--- src/rtl/mem_arbiter_pkg.sv ---
// mem_arbiter_pkg: bus command encodings, tag/counter widths, owner encoding and saturating counter helper
package mem_arbiter_pkg;
   localparam int TAG_W = 4;
   localparam int CNT_W = 5;
   localparam logic [1:0] BUS_NONE = 2'd0;
   localparam logic [1:0] BUS_LOAD = 2'd1;
   localparam logic [1:0] BUS_STORE = 2'd2;
   localparam logic OWNER_ICACHE = 1'b0;
   localparam logic OWNER_DCACHE = 1'b1;
   typedef logic [TAG_W-1:0] tag_t;
   typedef logic [CNT_W-1:0] cnt_t;
   localparam cnt_t CNT_MAX = 5'd16;
   // Simultaneous increment and decrement cancel; the count stays within 0..CNT_MAX.
   function automatic cnt_t sat_step(input cnt_t c, input logic inc, input logic dec);
      return (inc && !dec && c != CNT_MAX) ? c + 5'd1 : (dec && !inc && c != '0) ? c - 5'd1 : c;
   endfunction
endpackage

--- src/rtl/mem_arbiter_if.sv ---
// mem_arbiter_if: requester, memory and status signals of mem_arbiter
//   slave  : arbiter side (takes Icache/Dcache requests and memory replies, drives grant, routing, status)
//   master : environment side (drives requests and memory replies)
interface mem_arbiter_if;
   import mem_arbiter_pkg::*;
   logic [1:0] Icache2mem_command;
   logic [63:0] Icache2mem_addr;
   logic [1:0] Dcache2mem_command;
   logic [63:0] Dcache2mem_addr;
   logic [63:0] Dcache2mem_data;
   tag_t mem2proc_response;
   logic [63:0] mem2proc_data;
   tag_t mem2proc_tag;
   logic [1:0] proc2mem_command;
   logic [63:0] proc2mem_addr;
   logic [63:0] proc2mem_data;
   tag_t Imem2proc_response;
   tag_t Dmem2proc_response;
   tag_t Imem2proc_tag;
   tag_t Dmem2proc_tag;
   logic [63:0] mem2proc_data_out;
   cnt_t icache_outstanding;
   cnt_t dcache_outstanding;
   logic stray_tag;
   modport slave (
      input Icache2mem_command, Icache2mem_addr, Dcache2mem_command, Dcache2mem_addr, Dcache2mem_data,
      input mem2proc_response, mem2proc_data, mem2proc_tag,
      output proc2mem_command, proc2mem_addr, proc2mem_data, Imem2proc_response, Dmem2proc_response,
      output Imem2proc_tag, Dmem2proc_tag, mem2proc_data_out, icache_outstanding, dcache_outstanding, stray_tag
   );
   modport master (
      output Icache2mem_command, Icache2mem_addr, Dcache2mem_command, Dcache2mem_addr, Dcache2mem_data,
      output mem2proc_response, mem2proc_data, mem2proc_tag,
      input proc2mem_command, proc2mem_addr, proc2mem_data, Imem2proc_response, Dmem2proc_response,
      input Imem2proc_tag, Dmem2proc_tag, mem2proc_data_out, icache_outstanding, dcache_outstanding, stray_tag
   );
endinterface

--- src/rtl/mem_tag_table.sv ---
// mem_tag_table: per-tag valid/owner table with allocate, retire and combinational lookup
//   clock, reset (sync, active-low) ; alloc_en/alloc_tag/alloc_owner ; retire_en/retire_tag ;
//   lookup_tag -> lookup_valid, lookup_owner
module mem_tag_table
   import mem_arbiter_pkg::*;
#(
   parameter int NUM_TAGS = 16
) (
   input logic clock,
   input logic reset,
   input logic alloc_en,
   input tag_t alloc_tag,
   input logic alloc_owner,
   input logic retire_en,
   input tag_t retire_tag,
   input tag_t lookup_tag,
   output logic lookup_valid,
   output logic lookup_owner
);
   logic [NUM_TAGS-1:0] valid;
   logic [NUM_TAGS-1:0] owner;
   // Allocation is written after retirement so a tag retired and re-issued in one cycle stays valid.
   always_ff @(posedge clock)
      if (!reset) begin
         valid <= '0;
         owner <= '0;
      end else begin
         if (retire_en && retire_tag != '0) valid[retire_tag] <= 1'b0;
         if (alloc_en && alloc_tag != '0) begin
            valid[alloc_tag] <= 1'b1;
            owner[alloc_tag] <= alloc_owner;
         end
      end
   always_comb begin
      lookup_valid = lookup_tag != '0 && valid[lookup_tag];
      lookup_owner = owner[lookup_tag];
   end
endmodule

--- src/rtl/mem_arbiter.sv ---
// mem_arbiter: Icache/Dcache arbiter for one memory port with tag ownership tracking and return routing
//   clock, reset (sync, active-low) ; bus : mem_arbiter_if.slave (requests, memory replies, grant, routed tags, status)
//   Optional macro MEM_ARB_STARVE_GUARD_EN: Icache wins a contested cycle after STARVE_LIMIT consecutive losses;
//   without it Dcache has strict priority.
module mem_arbiter
   import mem_arbiter_pkg::*;
#(
   parameter int STARVE_LIMIT = 4,
   parameter int NUM_TAGS = 16
) (
   input logic clock,
   input logic reset,
   mem_arbiter_if.slave bus
);
   logic i_req, d_req, grant_i, starve_hit, load_ok, ret_valid, ret_owner, hit;
   logic [1:0] cmd;
   always_comb begin
      i_req = bus.Icache2mem_command != BUS_NONE;
      d_req = bus.Dcache2mem_command != BUS_NONE;
      grant_i = i_req && (!d_req || starve_hit);
      cmd = !reset ? BUS_NONE : grant_i ? bus.Icache2mem_command : bus.Dcache2mem_command;
      load_ok = cmd == BUS_LOAD && bus.mem2proc_response != '0;
      hit = reset && ret_valid;
      bus.proc2mem_command = cmd;
      bus.proc2mem_addr = grant_i ? bus.Icache2mem_addr : bus.Dcache2mem_addr;
      bus.proc2mem_data = grant_i ? '0 : bus.Dcache2mem_data;
      bus.Imem2proc_response = (reset && grant_i) ? bus.mem2proc_response : '0;
      bus.Dmem2proc_response = (reset && d_req && !grant_i) ? bus.mem2proc_response : '0;
      bus.Imem2proc_tag = (hit && ret_owner == OWNER_ICACHE) ? bus.mem2proc_tag : '0;
      bus.Dmem2proc_tag = (hit && ret_owner == OWNER_DCACHE) ? bus.mem2proc_tag : '0;
      bus.mem2proc_data_out = bus.mem2proc_data;
   end
   mem_tag_table #(.NUM_TAGS(NUM_TAGS)) u_table (
      .clock(clock),
      .reset(reset),
      .alloc_en(load_ok),
      .alloc_tag(bus.mem2proc_response),
      .alloc_owner(grant_i ? OWNER_ICACHE : OWNER_DCACHE),
      .retire_en(hit),
      .retire_tag(bus.mem2proc_tag),
      .lookup_tag(bus.mem2proc_tag),
      .lookup_valid(ret_valid),
      .lookup_owner(ret_owner)
   );
   always_ff @(posedge clock)
      if (!reset) begin
         bus.icache_outstanding <= '0;
         bus.dcache_outstanding <= '0;
         bus.stray_tag <= 1'b0;
      end else begin
         bus.icache_outstanding <= sat_step(bus.icache_outstanding, load_ok && grant_i, hit && ret_owner == OWNER_ICACHE);
         bus.dcache_outstanding <= sat_step(bus.dcache_outstanding, load_ok && !grant_i, hit && ret_owner == OWNER_DCACHE);
         bus.stray_tag <= bus.mem2proc_tag != '0 && !ret_valid;
      end
`ifdef MEM_ARB_STARVE_GUARD_EN
   logic [2:0] starve_cnt;
   always_comb starve_hit = starve_cnt == 3'(STARVE_LIMIT);
   // A forced but rejected Icache grant holds the count, so Icache keeps priority until accepted.
   always_ff @(posedge clock)
      if (!reset || !i_req || (grant_i && bus.mem2proc_response != '0)) starve_cnt <= '0;
      else if (!grant_i && starve_cnt != 3'd7) starve_cnt <= starve_cnt + 3'd1;
`else
   logic unused_limit;
   always_comb begin
      starve_hit = 1'b0;
      unused_limit = STARVE_LIMIT != 0;
   end
`endif
endmodule
--- src/flat_wrapper.sv ---
// flat-port wrapper written by rule: the top's interface ports become plain ports
module mem_arbiter_flat import mem_arbiter_pkg::*;
#(
   parameter int STARVE_LIMIT = 4,
   parameter int NUM_TAGS = 16
)
  (clock, reset, bus_Icache2mem_command, bus_Icache2mem_addr, bus_Dcache2mem_command, bus_Dcache2mem_addr, bus_Dcache2mem_data, bus_mem2proc_response, bus_mem2proc_data, bus_mem2proc_tag, bus_proc2mem_command, bus_proc2mem_addr, bus_proc2mem_data, bus_Imem2proc_response, bus_Dmem2proc_response, bus_Imem2proc_tag, bus_Dmem2proc_tag, bus_mem2proc_data_out, bus_icache_outstanding, bus_dcache_outstanding, bus_stray_tag);
  mem_arbiter_if bus_i ();
  input logic clock;
  input logic reset;
  input wire logic [$bits(bus_i.Icache2mem_command)-1:0] bus_Icache2mem_command;
  input wire logic [$bits(bus_i.Icache2mem_addr)-1:0] bus_Icache2mem_addr;
  input wire logic [$bits(bus_i.Dcache2mem_command)-1:0] bus_Dcache2mem_command;
  input wire logic [$bits(bus_i.Dcache2mem_addr)-1:0] bus_Dcache2mem_addr;
  input wire logic [$bits(bus_i.Dcache2mem_data)-1:0] bus_Dcache2mem_data;
  input wire logic [$bits(bus_i.mem2proc_response)-1:0] bus_mem2proc_response;
  input wire logic [$bits(bus_i.mem2proc_data)-1:0] bus_mem2proc_data;
  input wire logic [$bits(bus_i.mem2proc_tag)-1:0] bus_mem2proc_tag;
  output wire logic [$bits(bus_i.proc2mem_command)-1:0] bus_proc2mem_command;
  output wire logic [$bits(bus_i.proc2mem_addr)-1:0] bus_proc2mem_addr;
  output wire logic [$bits(bus_i.proc2mem_data)-1:0] bus_proc2mem_data;
  output wire logic [$bits(bus_i.Imem2proc_response)-1:0] bus_Imem2proc_response;
  output wire logic [$bits(bus_i.Dmem2proc_response)-1:0] bus_Dmem2proc_response;
  output wire logic [$bits(bus_i.Imem2proc_tag)-1:0] bus_Imem2proc_tag;
  output wire logic [$bits(bus_i.Dmem2proc_tag)-1:0] bus_Dmem2proc_tag;
  output wire logic [$bits(bus_i.mem2proc_data_out)-1:0] bus_mem2proc_data_out;
  output wire logic [$bits(bus_i.icache_outstanding)-1:0] bus_icache_outstanding;
  output wire logic [$bits(bus_i.dcache_outstanding)-1:0] bus_dcache_outstanding;
  output wire logic [$bits(bus_i.stray_tag)-1:0] bus_stray_tag;
  assign bus_i.Icache2mem_command = bus_Icache2mem_command;
  assign bus_i.Icache2mem_addr = bus_Icache2mem_addr;
  assign bus_i.Dcache2mem_command = bus_Dcache2mem_command;
  assign bus_i.Dcache2mem_addr = bus_Dcache2mem_addr;
  assign bus_i.Dcache2mem_data = bus_Dcache2mem_data;
  assign bus_i.mem2proc_response = bus_mem2proc_response;
  assign bus_i.mem2proc_data = bus_mem2proc_data;
  assign bus_i.mem2proc_tag = bus_mem2proc_tag;
  assign bus_proc2mem_command = bus_i.proc2mem_command;
  assign bus_proc2mem_addr = bus_i.proc2mem_addr;
  assign bus_proc2mem_data = bus_i.proc2mem_data;
  assign bus_Imem2proc_response = bus_i.Imem2proc_response;
  assign bus_Dmem2proc_response = bus_i.Dmem2proc_response;
  assign bus_Imem2proc_tag = bus_i.Imem2proc_tag;
  assign bus_Dmem2proc_tag = bus_i.Dmem2proc_tag;
  assign bus_mem2proc_data_out = bus_i.mem2proc_data_out;
  assign bus_icache_outstanding = bus_i.icache_outstanding;
  assign bus_dcache_outstanding = bus_i.dcache_outstanding;
  assign bus_stray_tag = bus_i.stray_tag;
  mem_arbiter #(.STARVE_LIMIT(STARVE_LIMIT), .NUM_TAGS(NUM_TAGS)) u_core (.clock(clock), .reset(reset), .bus(bus_i));
endmodule
--- config.mk ---
export PLATFORM = sky130hd
export DESIGN_NAME = mem_arbiter_flat
export DESIGN_NICKNAME = d
export VERILOG_FILES = /design/src/rtl/mem_arbiter_pkg.sv /design/src/rtl/mem_arbiter_if.sv /design/src/rtl/mem_tag_table.sv /design/src/rtl/mem_arbiter.sv /design/src/flat_wrapper.sv
export SDC_FILE = /design/constraint.sdc
export NUM_CORES = 1
export LEC_CHECK = 0
export ABC_CLOCK_PERIOD_IN_PS = 4530
export BUFFER_PORTS_ARGS = -buffer_cell sky130_fd_sc_hd__buf_2
export CAP_MARGIN = 20
export CORE_AREA = 2 2 190 192
export CTS_CLUSTER_DIAMETER = 40
export DETAILED_ROUTE_END_ITERATION = 8
export DIE_AREA = 0 0 192 194
export PLACE_DENSITY_LB_ADDON = 0.08
export SYNTH_ARGS = -nofsm -noshare
export SYNTH_HDL_FRONTEND = slang
export SYNTH_SLANG_ARGS = --single-unit
--- constraint.sdc ---
create_clock -name clock -period 4.53 [get_ports clock]
set_input_delay 0.2265 -clock clock [delete_from_list [all_inputs] [get_ports clock]]
set_output_delay 0.2265 -clock clock [all_outputs]
set_load 0.05 [all_outputs]
==> metrics, run 1 <==
largest net degree at the start of global routing a little under 80; Worst Setup Path Type flop to flop; Worst Hold Class input port to flop; clock root cell clkbuf_16; Max-slew headroom a little over two fifths; I/O Buffers roughly 360; RSZ-0062 raised after global routing no; Post-synth ARST share 0%; worst r2r src u_core.u_table.valid[7]; H-tree levels 2; worst reg2reg path depth 12; Avg WL per Cell roughly 14 µm; hold_sp bus_mem2proc_response[1]; Synth Warn # 0; CORE AREA about 0.035 mm²; CP max FO 5; remaining global-route overflow 0; most common cell after layout, fill and taps aside buf_2; power density cells 260 mW/mm²; LEAKAGE ~3.5 nW; min Tclk post-route ~3.5 ns; CP arrival ~3.7 ns; initial antenna violation count 2; Yosys reg bits 43; PostCTS Resize Cnt 0; setup TNS 0 ns; Initial Utilization about an eighth; dpl cells approximately 1400; Syn-to-layout area delta 45.5%; max-slew violation count 0; Max VDD drop 129 µV; Antenna Nets Post-Route 0; drt drc 0; Max Fclk between 200 and 300 MHz; R2R setup slack between 1 and 1.5 ns; Hold Vio Cnt, Final 0; Period Utilization, post-route about 77%; DIE HEIGHT 194 µm; post-synthesis cell count 667; highest-count cells in the layout ignoring fill and taps buf_2 (362), nand2_1 (221), and2_1 (81); Final #Nets ~1200; max-cap violations 0; antenna fix cells 0; Cell variety after synth 46; measured slew at the worst slew-check pin around 0.86 ns; Hold Path Depth 3; Synthesized Nets 945; Worst Hold End u_core.u_table.valid[11]; Pwr Total between 0.0015 and 0.002 W; initial detailed-routing violation count roughly 150; CTS tree done; post-synthesis sequential area ratio between 10% and 20%; clk_skew between 0.009 and 0.01 ns; r2r endpoint u_core.bus.dcache_outstanding[4]; Hold Buf Count CTS 0; via/cell ratio approximately 3.6; vias in the first global route a little over 5000; non-filler cells, final 1402; die width 192 µm; TritonCTS Sinks 43; GRT Overall Usage about a tenth; global-route wire length before repair about 29000 µm; most used flip-flop cell after synthesis dfxtp_1; Req. time, crit path 4.73 ns; clk_lat worst skew 0.30 ns; # Post-CTS Setup Buffers 0; CP startpoint kind flop; row cnt between 60 and 70; Mean Syn Cell Area 6.65 µm²; Max clock buf depth 2; clock buffer count from CTS 5; RePlAce Congestion slightly above 0.7; first drt pass iteration count 4; setup violators final 0; Die ar. around 0.037 mm²; Cell Area, Synth roughly 0.0044 mm²; I/O Pins about 490; dpl hpwl approximately 16000 µm; status finished clean; Routed WL just under 20000 µm; Clk pin slew, worst setup/hold paths approximately 0.07 ns; DR vias 5066; layout cell share with drive strength beyond 1 a little over two fifths; EDFF count, synth 0; Crit. End Element flop
## synthesized netlist by cell type, types with 2 or more instances
cell type | count | area share, %
nor4_1 | 4 | 0.56
clkbuf_1 | 34 | 2.9
mux4_2 | 8 | 4.1
nand2_1 | 221 | 19
nand3b_1 | 3 | 0.51
dfxtp_1 | 43 | 19
a32o_1 | 2 | 0.45
a21boi_0 | 14 | 2.4
nor3b_1 | 2 | 0.34
and3_1 | 5 | 0.71
or3_1 | 5 | 0.71
o211a_1 | 8 | 1.8
buf_4 | 65 | 11
and2_1 | 81 | 11
fa_1 | 2 | 0.90
o21a_1 | 9 | 1.5
mux2i_1 | 21 | 4.7
a21o_1 | 5 | 0.85
xnor2_1 | 2 | 0.40
a21oi_1 | 11 | 1.2
xor2_1 | 2 | 0.40
o21ai_0 | 15 | 1.7
nor3_1 | 6 | 0.68
buf_2 | 6 | 0.68
ha_1 | 6 | 1.7
nor2_1 | 30 | 2.5
nand2b_1 | 4 | 0.56
nand3_1 | 19 | 2.1
nor2b_1 | 14 | 2.0
inv_1 | 4 | 0.34
## per-stage QoR
| stage | utilization (%) | setup WS [ns] | instance area [µm²] | hold WS (ns) |
|---|---|---|---|---|
| 4_1_cts | 18.3 | 1.03 | 6450 | 0.356 |
| 2_1_floorplan | - | 0.977 | 4430 | 0.400 |
| 3_3_place_gp | 17.8 | 0.843 | 6260 | 0.453 |
| 5_1_grt | 18.3 | 0.805 | 6450 | 0.388 |
| 6_report | 18.3 | 1.06 | 6450 | 0.362 |
| 3_5_place_dp | 17.8 | 0.820 | 6260 | 0.453 |
## critical path, cell delays in order, from the launching register on
cell and delay, ns:
dfxtp_1 0.31, mux4_2 0.46, mux2_2 0.29, nand3_1 0.18
a21boi_0 0.21, nor2_1 0.18, nand2_1 0.15, fa_1 0.42
a21o_1 0.17, a21oi_1 0.29, nand2_1 0.09, mux4_2 0.46
and2_1 0.16
## cell families (layout without fill, tap and decap cells)
| logic type | count (synthesis) | in the layout | synth area share, % |
|---|---|---|---|
| AND/OR/NAND/NOR | 398 | 398 | 41.5 |
| multiplexers | 30 | 30 | 9.06 |
| buffers and inverters | 112 | 386 | 15.3 |
| AO/OA/AOI/OAI | 72 | 72 | 11.3 |
| adder cells (fa/ha/maj) | 8 | 8 | 2.60 |
| flip-flops | 43 | 43 | 19.4 |
| XOR/XNOR | 4 | 4 | 0.790 |
## layout make-up
class	count	area (µm²)
clock buffers	5	125
clock inverters	3	71.3
fillers	4149	28800
inverters	5	18.8
multi-input cells	512	2910
flip-flops and latches	43	861
well taps	461	577
repair buffers	373	1890
## routing by layer
layer	share of wire (%)	global-route usage (%)
met1	41	11.4
met2	51	18.2
met3	6.8	2.64
met4	0.91	1.87
met5	0.088	0
## sequential cells by signal, indices dropped and copies added, names as in the netlist
signal and cells:
u_core.bus.dcache_outstanding 5, u_core.bus.icache_outstanding 5, u_core.bus.stray_tag 1, u_core.u_table.owner 16
u_core.u_table.valid 16
## how the worst max path moves through the flow
stage	from	end	slack [ns]
2_1_floorplan	bus_mem2proc_tag[1]	u_core.bus.icache_outstanding[4]	0.98
3_3_place_gp	bus_mem2proc_tag[0]	u_core.bus.dcache_outstanding[4]	0.84
3_5_place_dp	bus_mem2proc_tag[0]	u_core.bus.dcache_outstanding[4]	0.82
4_1_cts	u_core.u_table.valid[7]	u_core.bus.dcache_outstanding[4]	1.03
5_1_grt	u_core.u_table.valid[7]	u_core.bus.dcache_outstanding[4]	0.81
6_report	u_core.u_table.valid[7]	u_core.bus.dcache_outstanding[4]	1.06
## where the power goes
group / leakage [nW] / switching, W / total [W] / internal [W]
Combinational: 3.06 / 0.000562 / 0.000787 / 0.000225
Clock: 0.0959 / 0.000176 / 0.000496 / 0.000320
Sequential: 0.348 / 0.0000110 / 0.000397 / 0.000386
Total: 3.50 / 0.000749 / 0.00168 / 0.000931
No activity file was read; power rests on OpenSTA's default activity.
==> run 2, diff against run 1 <==
- ABC_CLOCK_PERIOD_IN_PS: 4530 -> 3000
- CORE_AREA: 2 2 190 192 -> 2 2 192 194
- DIE_AREA: 0 0 192 194 -> 0 0 194 196
- clock period: 4.53 -> 3 ns (I/O delays scaled with it)
==> run 2 against run 1 <==
Compared with the run above: wire length rose by 7.3%; via count rose by 4.1%; clock power rose by 20%; cell area rose by 6.3%; clock skew fell by 0.0027 ns; largest cell class unchanged; first-iteration DRC count rose by 6.1%; combinational power rose by 61%; final cell count rose by 3.2%; utilization rose by 0.69 points; clock-buffer cell count did not move; worst hold slack got worse by 0.085 ns.
==> metrics, run 2 (synthesis gave the netlist of run 1 again) <==
status finished clean; CP startpoint kind flop; Req. time, crit path 3.20 ns (-1.53 ns); Routed WL 20600 µm (+7.3%); layout cell share with drive strength beyond 1 46.0% (+4.2 points); Max-slew headroom 51.5% (+8.6 points); largest net degree at the start of global routing 78 (unchanged); clock buffer count from CTS 5 (unchanged); H-tree levels 2 (unchanged); DIE HEIGHT 196 µm (+1.0%); dpl hpwl 16900 µm (+8.7%); drt drc 0 (unchanged); measured slew at the worst slew-check pin 0.720 ns (-0.135 ns); Final #Nets 1256 (+3.1%); Final Worst Setup Slack 0.00228 ns (-1.05 ns); highest-count cells in the layout ignoring fill and taps buf_2 (362), nand2_1 (219), and2_1 (81); clk_lat worst skew 0.30 ns (about the same); antenna fix cells 0 (unchanged); Placed Instance Area 0.00664 mm² (+6.1%); R2R setup slack 0.002 ns (-1.05 ns); clock root cell clkbuf_16; Worst Hold Class input port to flop; min Tclk post-route 3.00 ns (-0.475 ns); Crit. End Element flop; Slowest Stage Delay on Critical Path 0.45 ns (about the same); CP max FO 4 (-1); Hold Path Depth 3 (unchanged); Max VDD drop 178 µV (+38%); Max clock buf depth 2 (unchanged); max-cap violations 0 (unchanged); Die ar. 0.0380 mm² (+2.1%); Worst Setup Path Type flop to flop; setup violators final 0 (unchanged); global-route wire length before repair 30700 µm (+5.5%); RePlAce Congestion 0.718 (-0.81%); Slowest-stage cell, CP mux4_2; initial antenna violation count 1 (-1); GRT Overall Usage 10.2% (+0.31 points); I/O Buffers 362 (unchanged); Syn-to-layout area delta 54.7%; remaining global-route overflow 0 (unchanged); dpl cells 1434 (+2.9%); die width 194 µm (+1.0%); top flop regs u_core.u_table.owner (16), u_core.u_table.valid (16); max-slew violation count 0 (unchanged); CTS tree done; LEAKAGE 3.69 nW (+5.3%); I/O Pins 491 (unchanged); Avg WL per Cell 14.3 µm (+4.0%); TritonCTS Sinks 43 (unchanged); FILL cells 4235 (+2.1%); post-route cell area 0.00686 mm² (+6.3%); CORE AREA 0.0361 mm² (+2.4%); Initial Utilization 12.3% (-0.30 points); clk_skew 0.00689 ns (-0.00267 ns); RSZ-0062 raised after global routing yes; initial detailed-routing violation count 157 (+6.1%); Hold Vio Cnt, Final 0 (unchanged); Period Utilization, post-route 99.9% (+23 points); first drt pass iteration count 4 (unchanged); setup TNS 0 ns (unchanged); vias in the first global route 5250 (+2.0%); worst reg2reg path depth 12 (unchanged); power density cells 358 mW/mm² (+38%); Antenna Nets Post-Route 0 (unchanged); via/cell ratio 3.64 (+0.83%); non-filler cells, final 1447 (+3.2%); CP Cell Sequence mux4_2 -> mux2_4 -> nand3_4 -> a21oi_4 -> a21oi_4 -> nand2_4 -> buf_6 -> ha_1 -> a21oi_2 -> or3_1 -> mux4_2 -> and2_1; worst hold margin 0.277 ns (-0.0851 ns); DR vias 5272 (+4.1%); worst slack at placement -0.213 ns (-1.03 ns); Clk pin slew, worst setup/hold paths 0.08 ns (about the same); multi-input logic area 0.00303 mm² (+4.3%); row cnt 70 (+1.4%); CP arrival 3.19 ns (-0.48 ns); Register Area 863 µm² (+0.29%); Max Fclk 334 MHz (+16%); most common cell after layout, fill and taps aside buf_2
[run 2: worst paths after layout]
kind | to | start
max | u_core.bus.icache_outstanding[4] | u_core.u_table.valid[6]
min | u_core.u_table.valid[9] | bus_mem2proc_response[0]
max reg2reg | u_core.bus.icache_outstanding[4] | u_core.u_table.valid[6]
min reg2reg | u_core.u_table.owner[0] | u_core.u_table.owner[0]
[run 2: power by group]
group          switching (W)  internal, W
clock network       0.000278     0.000317
registers         0.00000924     0.000583
logic               0.000882     0.000386
[run 2: layout make-up]
type / count / share of cell area, %
multi-input combinational: 512 / 44.2
timing repair buffer: 411 / 32.2
sequential: 43 / 12.6
tap: 468 / 8.54
clock buffer: 5 / 1.82
clock inverter: 3 / 0.383
inverter: 5 / 0.274
[run 2: per-stage QoR]
step | power (W) | util, %
after global placement | 0.00189 | 18.4
after floorplan | 0.00170 | -
after detailed placement | 0.00189 | 18.4
after global routing | 0.00259 | 19.0
final | 0.00246 | 19.0
after CTS | 0.00250 | 18.9
[run 2: what timing repair did]
item	CTS	global route
hold buffers	0	0
resized for setup	5	8
pin swaps	5	8
setup endpoints to repair	3	4
endpoints found under the hold margin	0	0
buffers inserted	2	3
[run 2: critical path: cells and delay by family, from the launching register on]
family          cells  cell delay, ns
mux                 3            1.19
flops               1            0.33
compound gates      3            0.29
fa+ha+maj           1            0.29
buf+inv             1            0.15
simple gates        4            0.64
[run 2: metal layers]
metal  up-vias  global-route usage, %  part of all wire (%)
li1       2720                      -                     -
met1      2361                   11.4                    39
met2       163                   19.4                    53
met3        26                   2.27                   5.5
met4         2                   2.78                   2.0
met5         -                      0                 0.063
==> run 3, diff against run 2 <==
- SETUP_SLACK_MARGIN: unset -> 0.3
==> run 3 against run 2 <==
Compared with the run above: the run now ends with setup timing left; sequential cell count stayed put; non-clock buffer count shrank 1; largest cell class unchanged; first-iteration DRC count rose by 10%.
==> metrics, run 3 (synthesis gave the netlist of run 1 again) <==
Syn-to-layout area delta 55.3%; setup violators final 1 (+1); Final Worst Setup Slack -0.0233 ns (-0.0255 ns); Final #Nets 1255 (-0.080%); CP arrival 3.22 ns (+0.03 ns); row cnt 70 (unchanged); Die ar. 0.0380 mm² (unchanged); DIE HEIGHT 196 µm (unchanged); RePlAce Congestion 0.699 (-2.8%); die width 194 µm (unchanged); Hold Buf Count CTS 0 (unchanged); non-filler cells, final 1446 (-0.069%); clk_skew 0.00645 ns (-0.000437 ns); largest net degree at the start of global routing 78 (unchanged); Max Fclk 331 MHz (-0.84%); CTS tree done; vias in the first global route 5084 (-3.2%); Max VDD drop 180 µV (+1.3%); failing checks setup timing; I/O Pins 491 (unchanged); Crit. End Element flop; LEAKAGE 3.69 nW (+0.11%); Slowest Stage Delay on Critical Path 0.45 ns (about the same); most common cell after layout, fill and taps aside buf_2; worst reg2reg path depth 12 (unchanged); FILL cells 4228 (-0.17%); highest-count cells in the layout ignoring fill and taps buf_2 (362), nand2_1 (219), and2_1 (79); dpl cells 1434 (unchanged); initial antenna violation count 0 (-1); antenna fix cells 0 (unchanged); Period Utilization, post-route 101% (+0.85 points); Avg WL per Cell 14.1 µm (-1.3%); Clk pin slew, worst setup/hold paths 0.07 ns (about the same); power density cells 355 mW/mm² (-0.72%); clock root cell clkbuf_16; via/cell ratio 3.59 (-1.3%); Antenna Nets Post-Route 0 (unchanged); Worst Setup Path Type flop to flop; cell depth of the worst setup path 12 (unchanged); GRT Overall Usage 10.0% (-0.17 points); Worst Path Buf+Inv 0 (-1); drt drc 0 (unchanged); top flop regs u_core.u_table.owner (16), u_core.u_table.valid (16); min Tclk post-route 3.02 ns (+0.0255 ns); clk_lat worst skew 0.30 ns (about the same); max-cap violations 0 (unchanged); CP startpoint kind flop; CORE AREA 0.0361 mm² (unchanged); Routed WL 20400 µm (-1.4%); Pwr Total 0.00245 W (-0.30%); CP delay by family, top multiplexers; Max clock buf depth 2 (unchanged); Req. time, crit path 3.20 ns (about the same); Hold Path Depth 3 (unchanged); remaining global-route overflow 0 (unchanged); CP Cell Sequence mux4_2 -> mux2_4 -> nand3_4 -> a21oi_4 -> a21oi_4 -> nand2_4 -> fa_2 -> a21o_1 -> a21oi_2 -> nand2_1 -> mux4_2 -> and2_4; max-slew violation count 0 (unchanged); status finished, violations left; dpl hpwl 16800 µm (-0.83%); Max-slew headroom 51.5% (about the same); Initial Utilization 12.3% (unchanged); RSZ-0062 raised after global routing yes; initial detailed-routing violation count 173 (+10%); Hold Vio Cnt, Final 0 (unchanged); R2R setup slack -0.02 ns (-0.03 ns); clock buffer count from CTS 5 (unchanged); measured slew at the worst slew-check pin 0.720 ns (+0.000147 ns); TritonCTS Sinks 43 (unchanged); first drt pass iteration count 4 (unchanged); DR vias 5198 (-1.4%); layout cell share with drive strength beyond 1 46.4% (+0.46 points); Slowest-stage cell, CP mux4_2; I/O Buffers 362 (unchanged); CP max FO 4 (unchanged); global-route wire length before repair 30100 µm (-1.9%); Worst Hold Class input port to flop; H-tree levels 2 (unchanged)
## run 3: cell count changes in the layout (fill, tap and decap cells not counted), moves of 2 or more
| cell | previous run | this run |
|---|---|---|
| and2_4 | 0 | 2 |
| dfxtp_2 | 2 | 4 |
| ha_1 | 4 | 2 |
| buf_6 | 1 | 3 |
| ha_4 | 2 | 4 |
| buf_4 | 46 | 43 |
| dfxtp_1 | 41 | 39 |
| and2_1 | 81 | 79 |
## run 3: layer usage
| layer | GRT usage [%] | vias up | part of all wire, % |
|---|---|---|---|
| met4 | 1.82 | 0 | 1.1 |
| li1 | - | 2725 | - |
| met3 | 2.61 | 21 | 5.8 |
| met5 | 0 | - | 0 |
| met2 | 19.4 | 172 | 54 |
| met1 | 11.0 | 2280 | 39 |
## run 3: area by class of cell
class	count	area, µm²	area share [%]
multi-input cells	512	3060	44.4
repair buffers	410	2210	32.1
flip-flops and latches	43	866	12.6
well taps	468	586	8.50
clock buffers	5	125	1.82
clock inverters	3	26.3	0.381
inverters	5	18.8	0.272
## run 3: worst register-to-register path, stage by stage, from the launching register on
cell	delay (ns)
dfxtp_2	0.33
mux4_2	0.45
mux2_4	0.29
nand3_4	0.10
a21oi_4	0.08
a21oi_4	0.16
nand2_4	0.10
fa_2	0.37
a21o_1	0.20
a21oi_2	0.17
nand2_1	0.08
mux4_2	0.45
and2_4	0.14
## run 3: repair_timing
action | CTS | global route
pin swaps | 6 | 10
buffers inserted | 2 | 2
endpoints found under the hold margin | 0 | 0
resized for setup | 8 | 11
endpoints found under the setup margin | 5 | 6
## run 3: per-stage QoR
step | worst slack, ns | utilization [%] | hold WS (ns) | cell area [µm²] | TNS (ns)
floorplan | -0.0546 | - | 0.324 | 4590 | -0.0954
global placement | -0.197 | 18.4 | 0.300 | 6650 | -0.437
CTS | -0.0433 | 19.0 | 0.296 | 6850 | -0.0760
detailed placement | -0.207 | 18.4 | 0.300 | 6650 | -0.507
finish | -0.0233 | 19.1 | 0.295 | 6890 | -0.0233
global route | -0.165 | 19.1 | 0.300 | 6890 | -0.453
## run 3: where the power goes
part	switching (W)	total (W)	internal, W
logic	0.000883	0.00127	0.000387
clock network	0.000267	0.000584	0.000317
registers	0.0000111	0.000594	0.000583
## run 3: worst paths after layout
check / start / endpoint
setup / recovery: u_core.u_table.valid[5] / u_core.bus.icache_outstanding[4]
hold reg to reg: u_core.u_table.owner[0] / u_core.u_table.owner[0]
hold / removal: bus_mem2proc_response[1] / u_core.u_table.valid[10]
setup reg to reg: u_core.u_table.valid[5] / u_core.bus.icache_outstanding[4]
